**src/rtl/button_event_pkg.sv**
```systemverilog
// Shared types and helpers for the per-button event decoder.
package button_event_pkg;

   typedef enum logic [1:0] {
      LOCKOUT,
      IDLE,
      PRESSED,
      HELD
   } btn_state_t;

   // Counter width covering both thresholds (counter never exceeds max-1).
   function automatic int unsigned cnt_width(input int unsigned a, input int unsigned b);
      return $clog2((a > b) ? a : b);
   endfunction

endpackage

```
**src/rtl/button_event_ch.sv**
```systemverilog
// One button channel: lockout/idle/pressed/held FSM with hold counter and registered pulses.
module button_event_ch
   import button_event_pkg::*;
#(
   parameter int unsigned LONG_CYCLES   = 25_000_000,
   parameter int unsigned REPEAT_CYCLES = 5_000_000,
   parameter bit          REPEAT_EN     = 1'b1
) (
   input  logic clk,
   input  logic rst_n,
   input  logic i_button,
   output logic o_press,
   output logic o_release,
   output logic o_click,
   output logic o_long_press,
   output logic o_repeat,
   output logic o_held,
   output logic o_event_d
);

   localparam int unsigned     CntW    = cnt_width(LONG_CYCLES, REPEAT_CYCLES);
   localparam logic [CntW-1:0] LongLast = CntW'(LONG_CYCLES - 1);
   localparam logic [CntW-1:0] RepLast  = CntW'(REPEAT_CYCLES - 1);

   btn_state_t      r_state, w_state_d;
   logic [CntW-1:0] r_cnt, w_cnt_d;
   logic            w_press_d, w_release_d, w_click_d, w_long_d, w_repeat_d, w_held_d;

   always_comb begin
      w_state_d   = r_state;
      w_cnt_d     = r_cnt;
      w_press_d   = 1'b0;
      w_release_d = 1'b0;
      w_click_d   = 1'b0;
      w_long_d    = 1'b0;
      w_repeat_d  = 1'b0;
      unique case (r_state)
         LOCKOUT: begin
            if (!i_button) w_state_d = IDLE;
         end
         IDLE: begin
            if (i_button) begin
               w_press_d = 1'b1;
               w_cnt_d   = '0;
               w_state_d = PRESSED;
            end
         end
         PRESSED: begin
            // Release wins over the long threshold in the same cycle.
            if (!i_button) begin
               w_release_d = 1'b1;
               w_click_d   = 1'b1;
               w_cnt_d     = '0;
               w_state_d   = IDLE;
            end else if (r_cnt == LongLast) begin
               w_long_d  = 1'b1;
               w_cnt_d   = '0;
               w_state_d = HELD;
            end else begin
               w_cnt_d = r_cnt + 1'b1;
            end
         end
         HELD: begin
            if (!i_button) begin
               w_release_d = 1'b1;
               w_cnt_d     = '0;
               w_state_d   = IDLE;
            end else if (REPEAT_EN) begin
               if (r_cnt == RepLast) begin
                  w_repeat_d = 1'b1;
                  w_cnt_d    = '0;
               end else begin
                  w_cnt_d = r_cnt + 1'b1;
               end
            end else begin
               w_cnt_d = '0;
            end
         end
         default: begin
            w_state_d = LOCKOUT;
            w_cnt_d   = '0;
         end
      endcase
   end

   assign w_held_d  = (w_state_d == PRESSED) || (w_state_d == HELD);
   assign o_event_d = w_press_d | w_release_d | w_click_d | w_long_d | w_repeat_d;

   always_ff @(posedge clk) begin
      if (!rst_n) begin
         r_state      <= LOCKOUT;
         r_cnt        <= '0;
         o_press      <= 1'b0;
         o_release    <= 1'b0;
         o_click      <= 1'b0;
         o_long_press <= 1'b0;
         o_repeat     <= 1'b0;
         o_held       <= 1'b0;
      end else begin
         r_state      <= w_state_d;
         r_cnt        <= w_cnt_d;
         o_press      <= w_press_d;
         o_release    <= w_release_d;
         o_click      <= w_click_d;
         o_long_press <= w_long_d;
         o_repeat     <= w_repeat_d;
         o_held       <= w_held_d;
      end
   end

endmodule

```
**src/rtl/button_event.sv**
```systemverilog
// Button event decoder: independent per-button channels plus a shared any-event pulse.
module button_event
   import button_event_pkg::*;
#(
   parameter int unsigned NUM_BUTTONS   = 4,
   parameter int unsigned LONG_CYCLES   = 25_000_000,
   parameter int unsigned REPEAT_CYCLES = 5_000_000,
   parameter bit          REPEAT_EN     = 1'b1
) (
   input  logic                   clk,
   input  logic                   rst_n,
   input  logic [NUM_BUTTONS-1:0] i_button,
   output logic [NUM_BUTTONS-1:0] o_press,
   output logic [NUM_BUTTONS-1:0] o_release,
   output logic [NUM_BUTTONS-1:0] o_click,
   output logic [NUM_BUTTONS-1:0] o_long_press,
   output logic [NUM_BUTTONS-1:0] o_repeat,
   output logic [NUM_BUTTONS-1:0] o_held,
   output logic                   o_any_event
);

   logic [NUM_BUTTONS-1:0] w_event_d;

   for (genvar g = 0; g < NUM_BUTTONS; g++) begin : g_ch
      button_event_ch #(
         .LONG_CYCLES  (LONG_CYCLES),
         .REPEAT_CYCLES(REPEAT_CYCLES),
         .REPEAT_EN    (REPEAT_EN)
      ) u_ch (
         .clk         (clk),
         .rst_n       (rst_n),
         .i_button    (i_button[g]),
         .o_press     (o_press[g]),
         .o_release   (o_release[g]),
         .o_click     (o_click[g]),
         .o_long_press(o_long_press[g]),
         .o_repeat    (o_repeat[g]),
         .o_held      (o_held[g]),
         .o_event_d   (w_event_d[g])
      );
   end

   // Registered from next-state pulses so it lines up with the channel outputs.
   logic r_any_event;
   always_ff @(posedge clk) begin
      if (!rst_n) r_any_event <= 1'b0;
      else        r_any_event <= |w_event_d;
   end
   assign o_any_event = r_any_event;

endmodule
```
**config.mk**
```make
export PLATFORM = sky130hd
export DESIGN_NAME = button_event
export DESIGN_NICKNAME = d
export VERILOG_FILES = /design/src/rtl/button_event_pkg.sv /design/src/rtl/button_event_ch.sv /design/src/rtl/button_event.sv
export SDC_FILE = /design/constraint.sdc
export NUM_CORES = 1
export LEC_CHECK = 0
export ABC_AREA = 1
export CORE_UTILIZATION = 29
export DETAILED_ROUTE_END_ITERATION = 6
export GPL_TIMING_DRIVEN = 0
export SLEW_MARGIN = 5
export SYNTH_ARGS = -nofsm -noshare
export SYNTH_HDL_FRONTEND = slang
export SYNTH_SLANG_ARGS = --single-unit
```
**constraint.sdc**
```tcl
create_clock -name clk -period 2.4 [get_ports clk]
set_clock_uncertainty 0.15 [all_clocks]
set_input_delay 0.6 -clock clk [delete_from_list [all_inputs] [get_ports clk]]
set_output_delay 0.6 -clock clk [all_outputs]
set_load 0.02 [all_outputs]
```
==> results.yml <==
status:
  outcome: "complete, no violations"
hold_path:
  hp-class: "reg -> reg"
  min-delay-start: "g_ch[1].u_ch.r_cnt[0]$_SDFFE_PN0P_"
yosys:
  yosys.area_share.adder_pct: 2.52
  ys.flop_type: "dfxtp_1"
  synth_nets: 1252
  syn_avg_cell_area_um2: 6.46
  synth-seq-cells: 133
  async_reset_ff_share_pct: 0
  muxShareOfSynthArea_pct: 0
  synth_xor_area_share_pct: 4.41
  synth_enable_flop_cells: 0
  netlist_area_mm2: 0.00795
  synth_compound_area_share_pct: 7.25
  synthSimpleGateAreaFrac_pct: 40.4
  yosysSeqAreaShare_pct: 33.5
  ys_types: 41
  yosys_warnings: 0
  synth_top_family_by_area: "simple AND/OR/NAND/NOR gates"
  synthCells: 1230
final_layout:
  layout_commonest_cell: "nand2_1"
  fin_util_pct: 34.3
  nets: 1301
  layout_common_cells: "255 x nand2_1, 216 x nor2_1, 158 x inv_1, 133 x dfxtp_1, 104 x nand3_1"
  n_fill_cell: 2923
  syn_to_final_growth_pct: 16.3
  post_route_cells_drive_above_1_share_pct: 10.1
  diodes: 0
clock_tree:
  clock_latency_ns: 0.43
  clk_pin_slew_ns: 0.06
  clockRootBuffer: "clkbuf_16"
  ctsHoldBuffers: 0
  htree_levels: 4
  clock_sinks: 133
  cts_buffers: 17
  tritoncts: "built"
  cts.path.max_buffers: 2
power:
  cellPowerDensity_mw_per_mm2: 569
  irDropWorstVdd_mv: 0.525
  leakagePower_nw: 3.73
  p_total_mw: 5.27
drt:
  wl_per_cell_um: 12.4
  viasPerCell: 4.67
  ant_nets: 0
  drt_iter0_drc: 539
  wl_um: 20200
  drc: 0
  vias: 7620
  dr.pass1.iters: 5
grt:
  grt_pass1_vias: 6929
  grt_max_degree: 17
  antenna_found_initial: 0
  grt.total_usage_pct: 14.8
  grt_pass1_wl_um: 33800
  grt_overflow_total: 0
worst_setup_path:
  critPathLaunchType: "input port"
  required_ns: 2.56
  path_max_fanout: 10
  timing.rr.start: "g_ch[2].u_ch.r_state[0]$_SDFF_PN0_"
  crit_path_start: "rst_n"
  arrival_ns: 2.50
  path_class: "in -> reg"
  endpoint_kind: "flop"
timing:
  min_period_over_period_pct: 97.4
  slew-limit-headroom_pct: 53.9
  worst_pin_slew_ns: 0.691
  rsz0062_at_grt: "false"
  layout_setup_ws_ns: 0.0635
  setup_viol_count_final: 0
  fin_crit_ns: 2.34
  fin_setup_tns_ns: 0
  fmax_mhz: 428
  drv_slew: 0
  hold_violations: 0
floorplan:
  die_w_um: 168
  dieArea_mm2: 0.0281
  die_h_um: 168
  initial_core_util_pct: 29.5
  row_count: 60
  core_area_mm2: 0.0270
  io_pins: 31
place:
  port_buffers: 30
  gp_congestion: 0.899
  dp_hpwl_um: 15400
  post-place-ws_ns: -0.736
run:
  maxCapViolCount: 0
## path summary, 6_finish.rpt
check                                             end  slack [ns]  depth (start not counted)
hold reg to reg    g_ch[1].u_ch.r_cnt[0]$_SDFFE_PN0P_        0.34                          2
setup reg to reg  g_ch[2].u_ch.r_cnt[21]$_SDFFE_PN0P_        0.22                         12
hold / removal     g_ch[1].u_ch.r_cnt[0]$_SDFFE_PN0P_        0.34                          2
setup / recovery      g_ch[3].u_ch.o_click$_SDFF_PN0_        0.06                          4
## metrics by stage
stage,cell area (um2),std cells,hold slack (ns)
finish,9250,1633,0.342
global route,9250,1633,0.366
CTS,9230,1633,0.339
detailed placement,8680,1601,0.327
global placement,8680,1601,0.324
floorplan,7950,1230,0.311
## kinds of logic after synthesis
logic type               Yosys count
adder cells (fa/ha/maj)           16
AO/OA/AOI/OAI                    105
XOR/XNOR                          40
buffers and inverters            220
flip-flops                       133
AND/OR/NAND/NOR                  716
## cell type report
class                      instances  area (um2)  area share [%]
multi-input combinational        877        4360            47.1
timing repair buffer              30         303            3.27
sequential                       133        2660            28.8
clock buffer                      17         425            4.60
inverter                         173         649            7.02
clock inverter                    15         123            1.33
buffer                            47         303            3.27
tap                              341         427            4.61
## critical path, stage by stage
cell and delay [ns]:
clkdlybuf4s50_1 0.72, clkinv_1 0.42, clkbuf_1 0.42, nor3_1 0.33
## synthesized netlist by cell type, types with 12 or more instances
| library cell | count | area [um2] |
|---|---|---|
| o21ai_0 | 39 | 195 |
| inv_1 | 158 | 593 |
| buf_4 | 24 | 180 |
| nor3_1 | 35 | 175 |
| nor2_1 | 217 | 815 |
| ha_1 | 16 | 200 |
| nand2_2 | 18 | 113 |
| inv_2 | 13 | 48.8 |
| a21oi_1 | 33 | 165 |
| nand2_1 | 256 | 961 |
| dfxtp_1 | 133 | 2660 |
| nand4_1 | 43 | 269 |
| a31oi_1 | 12 | 75.1 |
| nand3_1 | 104 | 521 |
| xor2_1 | 35 | 307 |
## repair_timing
action,in CTS,in global routing
resized for setup,2,8
hold endpoints to repair,0,0
setup buffers,0,0
setup endpoints to repair,20,31
## report_power, final
group,internal [mW],switching (mW),total [mW]
combinational,0.179,0.370,0.550
clock,1.34,1.10,2.44
sequential,2.24,0.0279,2.27
total,3.77,1.50,5.27
## registers in the layout, summed over array words and instances, names as in the netlist
register                count
g_ch.u_ch.r_state           8
g_ch.u_ch.r_cnt           100
g_ch.u_ch.o_press           4
g_ch.u_ch.o_release         4
g_ch.u_ch.o_repeat          4
g_ch.u_ch.o_click           4
g_ch.u_ch.o_long_press      4
o_any_event                 1
g_ch.u_ch.o_held            4
## routing by layer
| metal | track usage, % | routed length, um | vias up | part of all wire, % |
|---|---|---|---|---|
| met5 | 0 | 0 | - | 0 |
| met4 | 4.75 | 287 | 0 | 1.4 |
| met3 | 2.39 | 796 | 23 | 3.9 |
| met2 | 24.5 | 9300 | 165 | 46 |
| met1 | 19.6 | 9850 | 3438 | 49 |
| li1 | - | - | 3994 | - |
Power figures use the tool's default switching activity.
